### src/rtl/system_fifo_seq_ctrl.sv
// Write/read burst sequencer for a 64-bit FIFO: issues N_TURB-slot bursts,
// tracks FIFO occupancy, gates requests at full/empty and flags over/underflow.
`ifndef N_WindTurbine
`define N_WindTurbine 4
`endif

module system_fifo_seq_ctrl #(
  parameter int N_TURB = `N_WindTurbine,
  parameter int DEPTH  = 16
) (
  input  logic       clk,
  input  logic       rst,
  input  logic       rst_user,
  input  logic       wr_start,
  input  logic       rd_start,
  output logic       fifo_wrreq,
  output logic       fifo_rdreq,
  output logic       fifo_sclr,
  output logic       rd_valid,
  output logic [3:0] rd_idx,
  output logic [3:0] wr_idx,
  output logic       wr_busy,
  output logic       rd_busy,
  output logic       burst_done,
  output logic [4:0] occupancy,
  output logic       err_ovf,
  output logic       err_udf
);

  typedef enum logic {W_IDLE, W_RUN} wr_state_t;
  typedef enum logic [1:0] {R_IDLE, R_RUN, R_FLUSH} rd_state_t;

  localparam logic [3:0] LAST_IDX = 4'(N_TURB - 1);
  localparam logic [4:0] FULL_CNT = 5'(DEPTH);

  wr_state_t  r_wr_state, w_wr_state_nxt;
  rd_state_t  r_rd_state, w_rd_state_nxt;
  logic [3:0] r_wr_idx, w_wr_idx_nxt;
  logic [3:0] r_rd_idx, w_rd_idx_nxt;
  logic [3:0] r_rd_idx_dly;
  logic [4:0] r_occ, w_occ_nxt;
  logic       r_ovf, w_ovf_nxt;
  logic       r_udf, w_udf_nxt;
  logic       r_sclr;
  logic       r_rd_valid;
  logic       w_wr_run, w_rd_run;
  logic       w_full, w_empty;
  logic       w_wrreq, w_rdreq;

  assign w_wr_run = (r_wr_state == W_RUN);
  assign w_rd_run = (r_rd_state == R_RUN);
  assign w_full   = !(r_occ < FULL_CNT);
  assign w_empty  = (r_occ == 5'd0);

  // Gating uses only the registered count, so a same-cycle read never frees a write slot.
  assign w_wrreq  = w_wr_run && !w_full  && !rst_user;
  assign w_rdreq  = w_rd_run && !w_empty && !rst_user;

  always_comb begin
    w_wr_state_nxt = r_wr_state;
    w_wr_idx_nxt   = r_wr_idx;
    if (rst_user) begin
      w_wr_state_nxt = W_IDLE;
      w_wr_idx_nxt   = 4'd0;
    end else begin
      case (r_wr_state)
        W_IDLE: begin
          if (wr_start) begin
            w_wr_state_nxt = W_RUN;
            w_wr_idx_nxt   = 4'd0;
          end
        end
        W_RUN: begin
          if (r_wr_idx == LAST_IDX) begin
            w_wr_state_nxt = W_IDLE;
            w_wr_idx_nxt   = 4'd0;
          end else begin
            w_wr_idx_nxt = r_wr_idx + 4'd1;
          end
        end
        default: begin
          w_wr_state_nxt = W_IDLE;
          w_wr_idx_nxt   = 4'd0;
        end
      endcase
    end
  end

  always_comb begin
    w_rd_state_nxt = r_rd_state;
    w_rd_idx_nxt   = r_rd_idx;
    if (rst_user) begin
      w_rd_state_nxt = R_IDLE;
      w_rd_idx_nxt   = 4'd0;
    end else begin
      case (r_rd_state)
        R_IDLE: begin
          if (rd_start) begin
            w_rd_state_nxt = R_RUN;
            w_rd_idx_nxt   = 4'd0;
          end
        end
        R_RUN: begin
          if (r_rd_idx == LAST_IDX) begin
            w_rd_state_nxt = R_FLUSH;
            w_rd_idx_nxt   = 4'd0;
          end else begin
            w_rd_idx_nxt = r_rd_idx + 4'd1;
          end
        end
        R_FLUSH: begin
          w_rd_state_nxt = R_IDLE;
        end
        default: begin
          w_rd_state_nxt = R_IDLE;
          w_rd_idx_nxt   = 4'd0;
        end
      endcase
    end
  end

  always_comb begin
    w_occ_nxt = r_occ;
    w_ovf_nxt = r_ovf;
    w_udf_nxt = r_udf;
    if (rst_user) begin
      w_occ_nxt = 5'd0;
      w_ovf_nxt = 1'b0;
      w_udf_nxt = 1'b0;
    end else begin
      if (w_wrreq && !w_rdreq) begin
        w_occ_nxt = r_occ + 5'd1;
      end else if (!w_wrreq && w_rdreq) begin
        w_occ_nxt = r_occ - 5'd1;
      end
      if (w_wr_run && w_full) begin
        w_ovf_nxt = 1'b1;
      end
      if (w_rd_run && w_empty) begin
        w_udf_nxt = 1'b1;
      end
    end
  end

  always_ff @(posedge clk or posedge rst) begin
    if (rst) begin
      r_wr_state   <= W_IDLE;
      r_rd_state   <= R_IDLE;
      r_wr_idx     <= 4'd0;
      r_rd_idx     <= 4'd0;
      r_rd_idx_dly <= 4'd0;
      r_occ        <= 5'd0;
      r_ovf        <= 1'b0;
      r_udf        <= 1'b0;
      r_sclr       <= 1'b0;
      r_rd_valid   <= 1'b0;
    end else begin
      r_wr_state   <= w_wr_state_nxt;
      r_rd_state   <= w_rd_state_nxt;
      r_wr_idx     <= w_wr_idx_nxt;
      r_rd_idx     <= w_rd_idx_nxt;
      r_rd_idx_dly <= r_rd_idx;
      r_occ        <= w_occ_nxt;
      r_ovf        <= w_ovf_nxt;
      r_udf        <= w_udf_nxt;
      r_sclr       <= rst_user;
      // Not cleared by rst_user: a word already requested still arrives.
      r_rd_valid   <= w_rdreq;
    end
  end

  assign fifo_wrreq = w_wrreq;
  assign fifo_rdreq = w_rdreq;
  assign fifo_sclr  = r_sclr;
  assign rd_valid   = r_rd_valid;
  assign rd_idx     = r_rd_idx_dly;
  assign wr_idx     = r_wr_idx;
  assign wr_busy    = w_wr_run;
  assign rd_busy    = (r_rd_state != R_IDLE);
  assign burst_done = (r_rd_state == R_FLUSH) && !rst_user;
  assign occupancy  = r_occ;
  assign err_ovf    = r_ovf;
  assign err_udf    = r_udf;

endmodule
### config.mk
export PLATFORM = sky130hd
export DESIGN_NAME = system_fifo_seq_ctrl
export DESIGN_NICKNAME = d
export VERILOG_FILES = /design/src/rtl/system_fifo_seq_ctrl.sv
export SDC_FILE = /design/constraint.sdc
export NUM_CORES = 1
export LEC_CHECK = 0
export ABC_CLOCK_PERIOD_IN_PS = 3200
export CORE_UTILIZATION = 40
export CTS_CLUSTER_SIZE = 16
export DETAILED_ROUTE_END_ITERATION = 16
export PLACE_DENSITY = 0.77
export SYNTH_ARGS = -nofsm -noshare
export SYNTH_HDL_FRONTEND = slang
export SYNTH_SLANG_ARGS = --single-unit
### constraint.sdc
create_clock -name clk -period 3.2 [get_ports clk]
set_clock_uncertainty 0.1 [all_clocks]
set_input_delay 0.64 -clock clk [delete_from_list [all_inputs] [get_ports clk]]
set_output_delay 0.64 -clock clk [all_outputs]
set_load 0.01 [all_outputs]
==> results of run 1 <==
==> kinds of logic (layout without fill, tap and decap cells) <==
family,Yosys count,after routing,share of synthesized area
xor gates and xnor gates,1,1,0.00729
AOI/OAI and AO/OA,32,32,0.172
DFF,24,24,0.499
adders and majority gates,7,7,0.0791
and+or+nand+nor,46,46,0.205
buffers and inverters,9,40,0.0375
==> metal layers <==
metal / part of all wire / vias to the layer above / GRT usage
li1: - / 499 / -
met1: 0.46 / 501 / 0.231
met2: 0.48 / 40 / 0.286
met3: 0.051 / 2 / 0.0207
met4: 0.0039 / 0 / 0.0557
met5: 0 / - / 0
==> path summary, 6_finish.rpt <==
kind                       slack, ns                      from                       end
max reg2reg                     0.61  occupancy[0]$_DFFE_PP0P_  occupancy[4]$_DFFE_PP0P_
min reg2reg                     0.35   r_rd_idx[1]$_DFFE_PP0P_       rd_idx[1]$_DFF_PP0_
max in group asynchronous       1.75                       rst  occupancy[3]$_DFFE_PP0P_
max                             0.11                  rst_user                fifo_rdreq
min                             0.35   r_rd_idx[1]$_DFFE_PP0P_       rd_idx[1]$_DFF_PP0_
min in group asynchronous       0.71                       rst       rd_idx[3]$_DFF_PP0_
==> sequential cells by signal, summed over array words and instances (netlist names), 2 cells and up <==
name,flops
r_rd_state,2
rd_idx,4
r_rd_idx,4
occupancy,5
wr_idx,4
==> layout make-up <==
class	instances	area, um2
inverters	5	18.8
clock inverters	1	30.0
fillers	240	1240
well taps	31	38.8
repair buffers	31	298
multi-input cells	86	557
flip-flops and latches	24	601
clock buffers	3	22.5
==> synth_stat cells, types with 2 or more instances <==
| library cell | count |
|---|---|
| nand2b_1 | 2 |
| nand2_1 | 9 |
| a22oi_1 | 3 |
| and2_1 | 2 |
| ha_1 | 6 |
| dfrtp_1 | 24 |
| nor2_1 | 7 |
| o21ai_0 | 9 |
| and3_1 | 2 |
| nor3b_1 | 4 |
| a21oi_1 | 7 |
| a21o_1 | 2 |
| nor3_1 | 6 |
| a22o_1 | 2 |
| inv_1 | 5 |
| clkbuf_1 | 2 |
| nand3_1 | 6 |
| nand3b_1 | 2 |
==> power breakdown <==
part	switching (mW)	leakage, nW	internal, mW	total [mW]
combinational	0.230	0.336	0.229	0.459
sequential	0.0686	0.324	0.348	0.416
clock	0.0927	0.0279	0.126	0.219
==> cells in the final DEF (no fill, tap or decap), drive strengths merged, types with 2 or more instances in the layout <==
master          n
clkdlybuf4s50  26
ha              6
a21o            2
nor2            7
nand2           9
buf             5
nand3b          2
nor3b           4
a22o            2
a22oi           3
nand2b          2
dfrtp          24
clkbuf          3
nor3            6
and3            2
nand3           6
inv             5
o21ai           9
and2            2
a21oi           7
==> summary.txt, run 1 <==
Min path
  – Min-Delay Path Depth: 0
  – Min-delay worst type: flip-flop to flip-flop

Global route
  – Grt ovf: 0
  – Largest net degree at the start of global routing: 25
  – Global-route wire length before repair: 4.33 mm
  – Overall Global Routing Usage: 0.171
  – Vias in the first global route: 985
  – Initial antenna violation count: 0

Worst setup path
  – Crit path capture type: output pin
  – Arrival time worst endpoint: 2.35 ns
  – Most frequent CP cell: clkdlybuf4s50_1
  – Top Family by Delay on Critical Path: buffers and inverters
  – CP max-delay cell: clkdlybuf4s50_1
  – Number of cells on the critical path: 5
  – Worst-path cell chain: clkdlybuf4s50_1 -> or3b_1 -> a21o_1 -> inv_1 -> clkdlybuf4s50_1
  – Crit path max fanout: 5
  – Critical path required time: 2.46 ns
  – Startpoint Class: primary input
  – Critical path buffer and inverter count: 3
  – Max stage delay on crit path: 0.53 ns
  – Worst R2R Path Depth: 9
  – Critical path class: primary input to output pin

Power and ir drop
  – Peak supply drop: 0.277 mV
  – Pwr Total: 1.09 mW
  – Pwr/cell area: 699 nW/um2
  – Static leakage: 0.687 nW

Run status
  – Outcome: complete, but fails checks
  – Violated checks: DRC

Die
  – Chip width: 56.8 um
  – DIE HEIGHT: 56.8 um
  – Initial Utilization: 0.429
  – Core area: 2810 um2
  – FP Rows: 19
  – I/O pin count: 27
  – Die ar.: 3230 um2

Route
  – DR iter-0 viols: 42
  – Drt pass-1 iters: 11
  – Total Routed Length: 2.59 mm
  – WL/cell: 14.3 um
  – Vias: 1042
  – ANT nets after route: 0
  – DR vias/cell: 5.76
  – DRC viols: 4

Synthesis
  – Synth unique cells: 37
  – Sequential area share after synthesis: 0.499
  – Syn Inst Count: 119
  – Yosys reg bits: 24
  – Avg Cell Area, Syn: 10.1 um2
  – Netlist Area Pre-Place: 1200 um2
  – Post-synthesis net count: 131
  – Top FF cell, synth: dfrtp_1
  – Cell taking the most area after synthesis: dfrtp_1
  – YS warnings: 0
  – Synth area leaders: dfrtp_1, ha_1, o21ai_0
  – Post-synth EDFFs: 0
  – Asr flop ratio synth: 1.00
  – Yosys top cell area share: 0.499

STA
  – Slew headroom: 0.411
  – Slew Limit Fails: 0
  – Tmin final: 3.09 ns
  – Final Hold Vio Count: 0
  – Fin Hold WS: 0.354 ns
  – RSZ-0062 raised after global routing: no
  – Setup TNS Final: 0 ns
  – Fmax: 324 MHz
  – Final setup violation count: 0
  – Slew @ Worst Pin: 0.882 ns
  – Final worst setup slack: 0.112 ns
  – Period utilization: 0.965

Clock network
  – CTS clk-pin slew, worst paths: 0.14 ns
  – Post-cts resize count: 0
  – Clock H-tree levels: 1
  – Worst skew pair latency: 0.31 ns
  – Clock Tree Buf Depth: 2
  – Sink Count: 24
  – Setup bufs post-CTS: 0
  – Clk root buf: clkbuf_4
  – Num CTS Buffers: 3
  – Hold Buf Count CTS: 0
  – CTS tree: yes

Cells and area
  – Non-Filler Instances: 181
  – Synth-to-layout area growth: 30.2%
  – Final #Nets: 163
  – Finished Cell Area: 1570 um2
  – Share of cells above drive strength 1: 0.0667
  – Final Util: 0.558
  – Antenna diodes: 0

Placement
  – Post-detail-place hpwl: 1.89 mm
  – Pre-CTS WS: 0.0759 ns
  – Port bufs: 26
  – DP Area: 1510 um2
  – Placed cells: 177
  – GPL Wtd Cong: 0.875

Run
  – Max cap viols: 0
Note: power is estimated with default switching activity, not from simulation.
==> inputs of run 2 (changes only) <==
--- a/config.mk
+++ b/config.mk
@@ -9,6 +9,7 @@
 export CORE_UTILIZATION = 40
 export CTS_CLUSTER_SIZE = 16
 export DETAILED_ROUTE_END_ITERATION = 16
+export GPL_ROUTABILITY_DRIVEN = 0
 export PLACE_DENSITY = 0.77
 export SYNTH_ARGS = -nofsm -noshare
 export SYNTH_HDL_FRONTEND = slang
==> results of run 2 <==
Final layout, timing and power as in run 1 (identical DEF).
